File: src/rtl/dds_comb_interp.sv
// DDS-paced comb (first difference) stage: undoes an integrate-and-hold path by
// consuming one buffered integrated sample per phase-accumulator carry-out.
module dds_comb_interp #(
  parameter int BITWIDTH = 32,
  parameter int PA_WIDTH = 32
) (
  input  logic                clk,
  input  logic                n_RST,
  input  logic [PA_WIDTH-1:0] tuning_word,
  input  logic [BITWIDTH-1:0] in_data,
  input  logic                in_valid,
  output logic                in_ready,
  output logic [BITWIDTH-1:0] sig_out,
  output logic                out_strobe,
  output logic                underrun,
  input  logic                clr_underrun
);

  // Two's complement difference with natural wrap; no saturation by design.
  function automatic logic signed [BITWIDTH-1:0] comb_wrap(
    input logic signed [BITWIDTH-1:0] cur,
    input logic signed [BITWIDTH-1:0] prv
  );
    return cur - prv;
  endfunction

  logic [PA_WIDTH-1:0]        acc_p0;
  logic [PA_WIDTH:0]          acc_sum;
  logic                       tick_p0;
  logic signed [BITWIDTH-1:0] buf_p0;
  logic signed [BITWIDTH-1:0] prev_p0;
  logic                       full_p0;
  logic signed [BITWIDTH-1:0] sig_p1;
  logic                       vld_p1;
  logic                       underrun_q;
  logic                       accept;

  assign acc_sum    = {1'b0, acc_p0} + {1'b0, tuning_word};
  assign tick_p0    = acc_sum[PA_WIDTH];
  assign in_ready   = !full_p0;
  assign accept     = in_valid && !full_p0;
  assign sig_out    = sig_p1;
  assign out_strobe = vld_p1;
  assign underrun   = underrun_q;

  // Stage p0 -> p1: accumulator/buffer update and comb output register.
  always_ff @(posedge clk or negedge n_RST) begin
    if (!n_RST) begin
      acc_p0     <= '0;
      buf_p0     <= '0;
      prev_p0    <= '0;
      full_p0    <= 1'b0;
      sig_p1     <= '0;
      vld_p1     <= 1'b0;
      underrun_q <= 1'b0;
    end else begin
      acc_p0 <= acc_sum[PA_WIDTH-1:0];
      vld_p1 <= tick_p0;
      if (tick_p0 && full_p0) begin
        sig_p1  <= comb_wrap(buf_p0, prev_p0);
        prev_p0 <= buf_p0;
        full_p0 <= 1'b0;
      end else begin
        // An underrun tick never takes a sample arriving on the same edge.
        if (tick_p0) sig_p1 <= '0;
        if (accept) begin
          buf_p0  <= $signed(in_data);
          full_p0 <= 1'b1;
        end
      end
      if (tick_p0 && !full_p0) underrun_q <= 1'b1;
      else if (clr_underrun)   underrun_q <= 1'b0;
    end
  end

endmodule

File: config.mk
export PLATFORM = sky130hd
export DESIGN_NAME = dds_comb_interp
export DESIGN_NICKNAME = d
export VERILOG_FILES = /design/src/rtl/dds_comb_interp.sv
export SDC_FILE = /design/constraint.sdc
export NUM_CORES = 1
export LEC_CHECK = 0
export CAP_MARGIN = 20
export CORE_MARGIN = 1
export CORE_UTILIZATION = 43
export CTS_BUF_LIST = sky130_fd_sc_hd__clkbuf_8 sky130_fd_sc_hd__clkbuf_16
export DETAILED_ROUTE_END_ITERATION = 7
export DONT_BUFFER_PORTS = 1
export SETUP_SLACK_MARGIN = 0.15
export SYNTH_ARGS = -nofsm -noshare
export SYNTH_HDL_FRONTEND = slang
export SYNTH_SLANG_ARGS = --single-unit
File: constraint.sdc
create_clock -name clk -period 2.99 [get_ports clk]
set_clock_uncertainty 0.1 [all_clocks]
set_input_delay 0.598 -clock clk [delete_from_list [all_inputs] [get_ports clk]]
set_output_delay 0.598 -clock clk [all_outputs]
set_load 0.03 [all_outputs]
==> summary.md, run 1 <==
| Metric | Value |
|---|---|
| H-tree levels | 4 |
| CP Data Arrival Time | 3.13 ns |
| Post-DP HPWL | 12800 microns |
| Final period utilization | 98.0% |
| Cell variety after synth | 63 |
| Nets | 994 |
| Congestion Overflow GR | 0 |
| Setup violators final | 0 |
| Worst-path fanout max | 3 |
| Critical path's slowest cell | dfrtp_1 |
| Final WL | 19900 microns |
| Slew @ Worst Pin | 0.545 ns |
| Status | finished with violations |
| Maxcap violations | 0 |
| CORE AREA | 17400 sq um |
| Share of flip-flops with an asynchronous set or reset | 100% |
| Die area | 18500 sq um |
| Die width | 136 microns |
| Most used cell, CP | buf_4 |
| # rows | 48 |
| Synthesized instance count | 740 |
| Post-synth top cells | dfrtp_1, ha_1, nand2_1 |
| Multi-input gate area | 4530 sq um |
| Post-DR vias/cell | 5.57 |
| Max stage delay on crit path | 0.39 ns |
| Initial DRT Pass Iterations | 7 |
| CTS tree | yes |
| Via count | 6119 |
| Initial Utilization | 44.4% |
| Reg clk slew, reported paths | 0.06 ns |
| Chip Height | 136 microns |
| Ranking of synthesized cells by area | dfrtp_1, ha_1, mux2_2 |
| Final std cell area, no fill | 10100 sq um |
| Max Clock Freq | 341 MHz |
| Final Hold Viols | 131 |
| Ys flop type | dfrtp_1 |
| Placed cells | 1032 |
| R2r setup slk | 0.06 ns |
| Violated checks | negative hold slack |
| DR iter-0 viols | 319 |
| Vias in the first global route | 6242 |
| Synthesis-to-layout area growth | 30.4% |
| Number of synthesized register bits | 131 |
| First-pass GRT wire length | 30900 microns |
| Startpoint types | flip-flop |
| Routed WL per cell | 18.1 microns |
| Buffers on Ports | 0 |
| Fin cells | 1099 |
| Tmin final | 2.93 ns |
| Crit end category | flip-flop |
| Fill cells | 1458 |
| Fin. max-slew vios | 0 |
| Hold WC Path Type | in2async |
| Share of the synthesized area in the top cell type | 42.4% |
| CTS Buf Count | 17 |
| Sequential area share after synthesis | 42.4% |
| Critical path class | reg2reg |
| CTS root buf | clkbuf_16 |
| Relative slew slack | 63.6% |
| Reg area | 3280 sq um |
| Mapped Nets | 873 |
| Layout cells sized above 1 | 31.4% |
| Clock buffer depth | 2 |
| Top cell type by total area after synthesis | dfrtp_1 |
| RSZ-0062 raised after global routing | yes |
| Initial antenna violation count | 1 |
| EDFF count, synth | 0 |
| GPL Wtd Cong | 0.871 |
| WHS | -0.210 ns |
| Antenna viol nets, final | 0 |
| Required @ worst endpoint | 3.19 ns |
| Count leader, synth | dfrtp_1 |
| CP bufs+invs | 3 |
| Largest delay share family, worst path | compound AO/OA/AOI/OAI gates |
| IO Pins | 103 |
| Skew-Pair Late Insertion Delay | 0.42 ns |
| Synthesis Warnings | 0 |
| Syn Area/Cell | 10.5 sq um |
| Largest net degree at the start of global routing | 132 |
| Drt drc | 0 |
| Total Routing Usage GR | 21.5% |
| Post-DP Area | 8630 sq um |
| TritonCTS Sinks | 131 |
| Cell chain of the critical path | inv_2, ha_4, fa_2, nand2b_4, a21oi_1, buf_4, o21ai_4, a21boi_2, buf_4, a221oi_4, o21ai_2, o21a_1, or3_1, a32o_1 |
| Post-Synthesis Cell Area | 7740 sq um |
path summary, 6_finish.rpt:
kind,from,endpoint,cells past startpoint
max,buf_p0[0],sig_out[24],14
max in group asynchronous,n_RST,acc_p0[6],0
min reg2reg,prev_p0[12],prev_p0[12],1
max reg2reg,buf_p0[0],sig_out[24],14
min,n_RST,acc_p0[9],0
min in group clk,clr_underrun,underrun,1
kinds of logic after synthesis:
group	Yosys count	share of synthesized area, %
xor+xnor	58	6.57
buf+inv	68	3.72
simple gates	142	8.72
fa+ha+maj	65	10.7
flops	131	42.4
compound gates	214	18.9
mux	62	9.01
stage by stage:
step,util [%],setup TNS (ns),setup slack (ns)
after floorplan,-,-0.173,-0.0192
after global placement,49.4,-31.35,-0.630
after detailed placement,49.5,-19.53,-0.381
after CTS,55.6,0,0.0295
after global routing,57.9,-2.50,-0.0920
final,57.9,0,0.0604
registers in the layout, indices dropped and copies added (netlist names):
name,cells
prev_p0,32
out_strobe,1
acc_p0,32
underrun,1
full_p0,1
sig_out,32
buf_p0,32
layer usage:
layer	wire [microns]	global-route usage, %
met1	8810	27.1
met2	9930	35.6
met3	677	4.77
met4	500	8.52
met5	0	0
area by class of cell:
class,count,area share (%)
multi-input cells,541,44.9
flip-flops and latches,131,32.5
repair buffers,126,12.0
clock buffers,20,4.62
well taps,225,2.79
inverters,44,1.64
clock inverters,11,1.59
diodes,1,0.0248
cell usage in the layout, fill, tap and decap left out, types with 4 or more instances in the layout:
| master | n |
|---|---|
| a31oi_1 | 4 |
| o211ai_1 | 4 |
| clkbuf_16 | 20 |
| a21oi_4 | 4 |
| nand4_1 | 9 |
| a21oi_1 | 49 |
| nand3_1 | 10 |
| buf_6 | 6 |
| o31ai_1 | 19 |
| a21o_1 | 38 |
| xnor2_1 | 36 |
| inv_1 | 46 |
| buf_16 | 5 |
| xor2_1 | 22 |
| o21bai_1 | 10 |
| bufinv_16 | 4 |
| o31ai_2 | 5 |
| a22o_1 | 9 |
| dfrtp_1 | 131 |
| and3_1 | 6 |
| nand2b_1 | 8 |
| mux2_4 | 9 |
| o21ai_0 | 28 |
| nand2_1 | 50 |
| buf_12 | 7 |
| ha_4 | 5 |
| ha_1 | 58 |
| mux2_2 | 52 |
| a21oi_2 | 5 |
| buf_4 | 105 |
| nor2b_1 | 7 |
| nand2_2 | 6 |
| nor2_1 | 26 |
repair_timing:
action / 4_1_cts / 5_1_grt
resized for setup: 31 / 47
setup buffers: 18 / 8
endpoints found under the hold margin: 131 / 131
pin swaps: 20 / 19
cloned: 5 / 4
setup endpoints to repair: 68 / 74
Power of run 1 is left out: the tool's default activity adds up to more than one toggle a clock period on the data nets, which glitch-free logic cannot reach.
==> run 2, diff against run 1 <==
--- a/config.mk
+++ b/config.mk
@@ -9,6 +9,7 @@
 export CORE_MARGIN = 1
 export CORE_UTILIZATION = 43
 export CTS_BUF_LIST = sky130_fd_sc_hd__clkbuf_8 sky130_fd_sc_hd__clkbuf_16
+export CTS_CLUSTER_SIZE = 24
 export DETAILED_ROUTE_END_ITERATION = 7
 export DONT_BUFFER_PORTS = 1
 export SETUP_SLACK_MARGIN = 0.15
==> constraint.sdc (replaced) <==
create_clock -name clk -period 2.99 [get_ports clk]
set_clock_uncertainty 0.1 [all_clocks]
set_input_delay 0.598 -clock clk [delete_from_list [all_inputs] [get_ports clk]]
set_output_delay 0.598 -clock clk [all_outputs]
set_load 0.05 [all_outputs]
==> run 2 against run 1 <==
  * The flow still finishes with violations (negative hold slack)
  * Register-to-register slack gained 0.06 ns
  * Sequential cell count did not move
  * Global-route usage shrank 1.3 points
  * Sequential share of layout area grew 0.70 points
  * Wire length decreased by 5.0%
  * Maximum frequency rose by 1.9%
  * Via count fell by 1.8%
  * Final cell count down 0.91%
  * Hold slack got worse by 0.010 ns
  * Critical path type unchanged
  * Largest cell class unchanged
  * Highest routed layer unchanged
==> summary.md, run 2 (synthesis gave the netlist of run 1 again) <==
| Metric | Value |
|---|---|
| Status | finished with violations |
| Violated checks | negative hold slack |
| Nets | 984 |
| Placed cells | 1032 |
| First-pass GRT wire length | 29200 microns |
| GPL Wtd Cong | 0.854 |
| Vias in the first global route | 5975 |
| Post-DR vias/cell | 5.52 |
| DR iter-0 viols | 248 |
| Routed WL per cell | 17.4 microns |
| Initial Utilization | 44.4% |
| Initial DRT Pass Iterations | 5 |
| Critical path class | reg2reg |
| Die area | 18500 sq um |
| Fin cells | 1089 |
| Fin. max-slew vios | 0 |
| Via count | 6008 |
| Max Clock Freq | 348 MHz |
| Layout cells sized above 1 | 31.1% |
| Drt drc | 0 |
| Most common cell after layout, fill and taps aside | dfrtp_1 |
| FF-to-FF Start | buf_p0[3] |
| Initial antenna violation count | 0 |
| Clock buffer depth | 2 |
| Final period utilization | 96.1% |
| Reg clk slew, reported paths | 0.06 ns |
| CTS tree | yes |
| Required @ worst endpoint | 3.18 ns |
| Worst setup path startpoint | buf_p0[3] |
| Slew @ Worst Pin | 0.569 ns |
| H-tree levels | 4 |
| Tmin final | 2.87 ns |
| CTS Buf Count | 17 |
| Final Hold Viols | 131 |
| WHS | -0.220 ns |
| Hold WC Path Type | in2async |
| Antenna viol nets, final | 0 |
| Largest net degree at the start of global routing | 132 |
| Relative slew slack | 62.1% |
| Final WL | 18900 microns |
| CTS root buf | clkbuf_16 |
| Most frequent cells in the layout | dfrtp_1, buf_4, ha_1 |
| Startpoint types | flip-flop |
| RSZ-0062 raised after global routing | yes |
| Buffers on Ports | 0 |
| Crit end category | flip-flop |
| Skew-Pair Late Insertion Delay | 0.41 ns |
| Die width | 136 microns |
| Congestion Overflow GR | 0 |
| Chip Height | 136 microns |
| Fill cells | 1493 |
| Total Routing Usage GR | 20.2% |
| Setup violators final | 0 |
| # rows | 48 |
| Post-DP HPWL | 12900 microns |
| Worst-path fanout max | 3 |
| CORE AREA | 17400 sq um |
| IO Pins | 103 |
| # diodes | 0 |
| Synthesis-to-layout area growth | 27.7% |
| TritonCTS Sinks | 131 |
| CP Data Arrival Time | 3.07 ns |
| Maxcap violations | 0 |
-- run 2: changes by cell type in the layout (fill, tap and decap cells not counted), moves of 3 or more --
cell / delta
a21oi_2: +5
buf_16: -5
buf_6: -4
a21oi_1: -3
nand2_1: -3
o21bai_2: +3
o31ai_1: +3
o31ai_2: -3
-- run 2: repair_timing --
| action | in CTS | in global routing |
|---|---|---|
| setup buffers | 14 | 5 |
| cloned | 0 | 6 |
| hold endpoints to repair | 131 | 131 |
| setup endpoints to repair | 67 | 69 |
| pin swaps | 19 | 31 |
| resized for setup | 19 | 59 |
-- run 2: routing by layer --
metal  share of wire [%]  global-route usage, %  vias up
li1                    -                      -     2881
met3                 4.2                   4.96       21
met2                  51                   34.3      114
met1                  44                   25.4     2992
met5                   0                      0        -
met4                 1.3                   5.37        0
-- run 2: worst paths after layout --
check / endpoint / cells past startpoint / slack (ns)
max in group asynchronous: sig_out[20] / 0 / 2.76
min in group clk: underrun / 1 / 0.19
setup reg to reg: sig_out[24] / 12 / 0.12
setup / recovery: sig_out[24] / 12 / 0.12
hold reg to reg: prev_p0[22] / 1 / 0.40
hold / removal: acc_p0[4] / 0 / -0.22
-- run 2: per-stage QoR --
step | hold slack, ns | TNS, ns | util, % | setup WS [ns] | cell area (sq um)
2_1_floorplan | 0.202 | -0.173 | - | -0.0192 | 7760
3_3_place_gp | 0.206 | -32.12 | 49.4 | -0.651 | 8610
3_5_place_dp | 0.204 | -20.41 | 49.5 | -0.387 | 8630
4_1_cts | -0.250 | 0 | 54.4 | 0.100 | 9470
5_1_grt | -0.250 | -0.0414 | 56.7 | -0.0383 | 9880
6_report | -0.220 | 0 | 56.7 | 0.116 | 9880
-- run 2: critical path: stages, from the launching register on --
cell	delay, ns
dfrtp_1	0.39
ha_1	0.34
o211ai_1	0.22
a21oi_2	0.05
buf_4	0.15
o21ai_4	0.13
a21boi_2	0.09
buf_4	0.15
a221oi_4	0.29
o21ai_2	0.11
o21a_1	0.21
or3_1	0.30
a32o_1	0.22
-- run 2: area by class of cell --
class                      count  area [sq um]  area share, %
tap                          225           282           2.85
clock buffer                  21           480           4.86
clock inverter                11           135           1.37
timing repair buffer         116          1010           10.3
sequential                   131          3280           33.2
inverter                      44           165           1.67
multi-input combinational    541          4520           45.8
Power of run 2 is left out for the same reason.
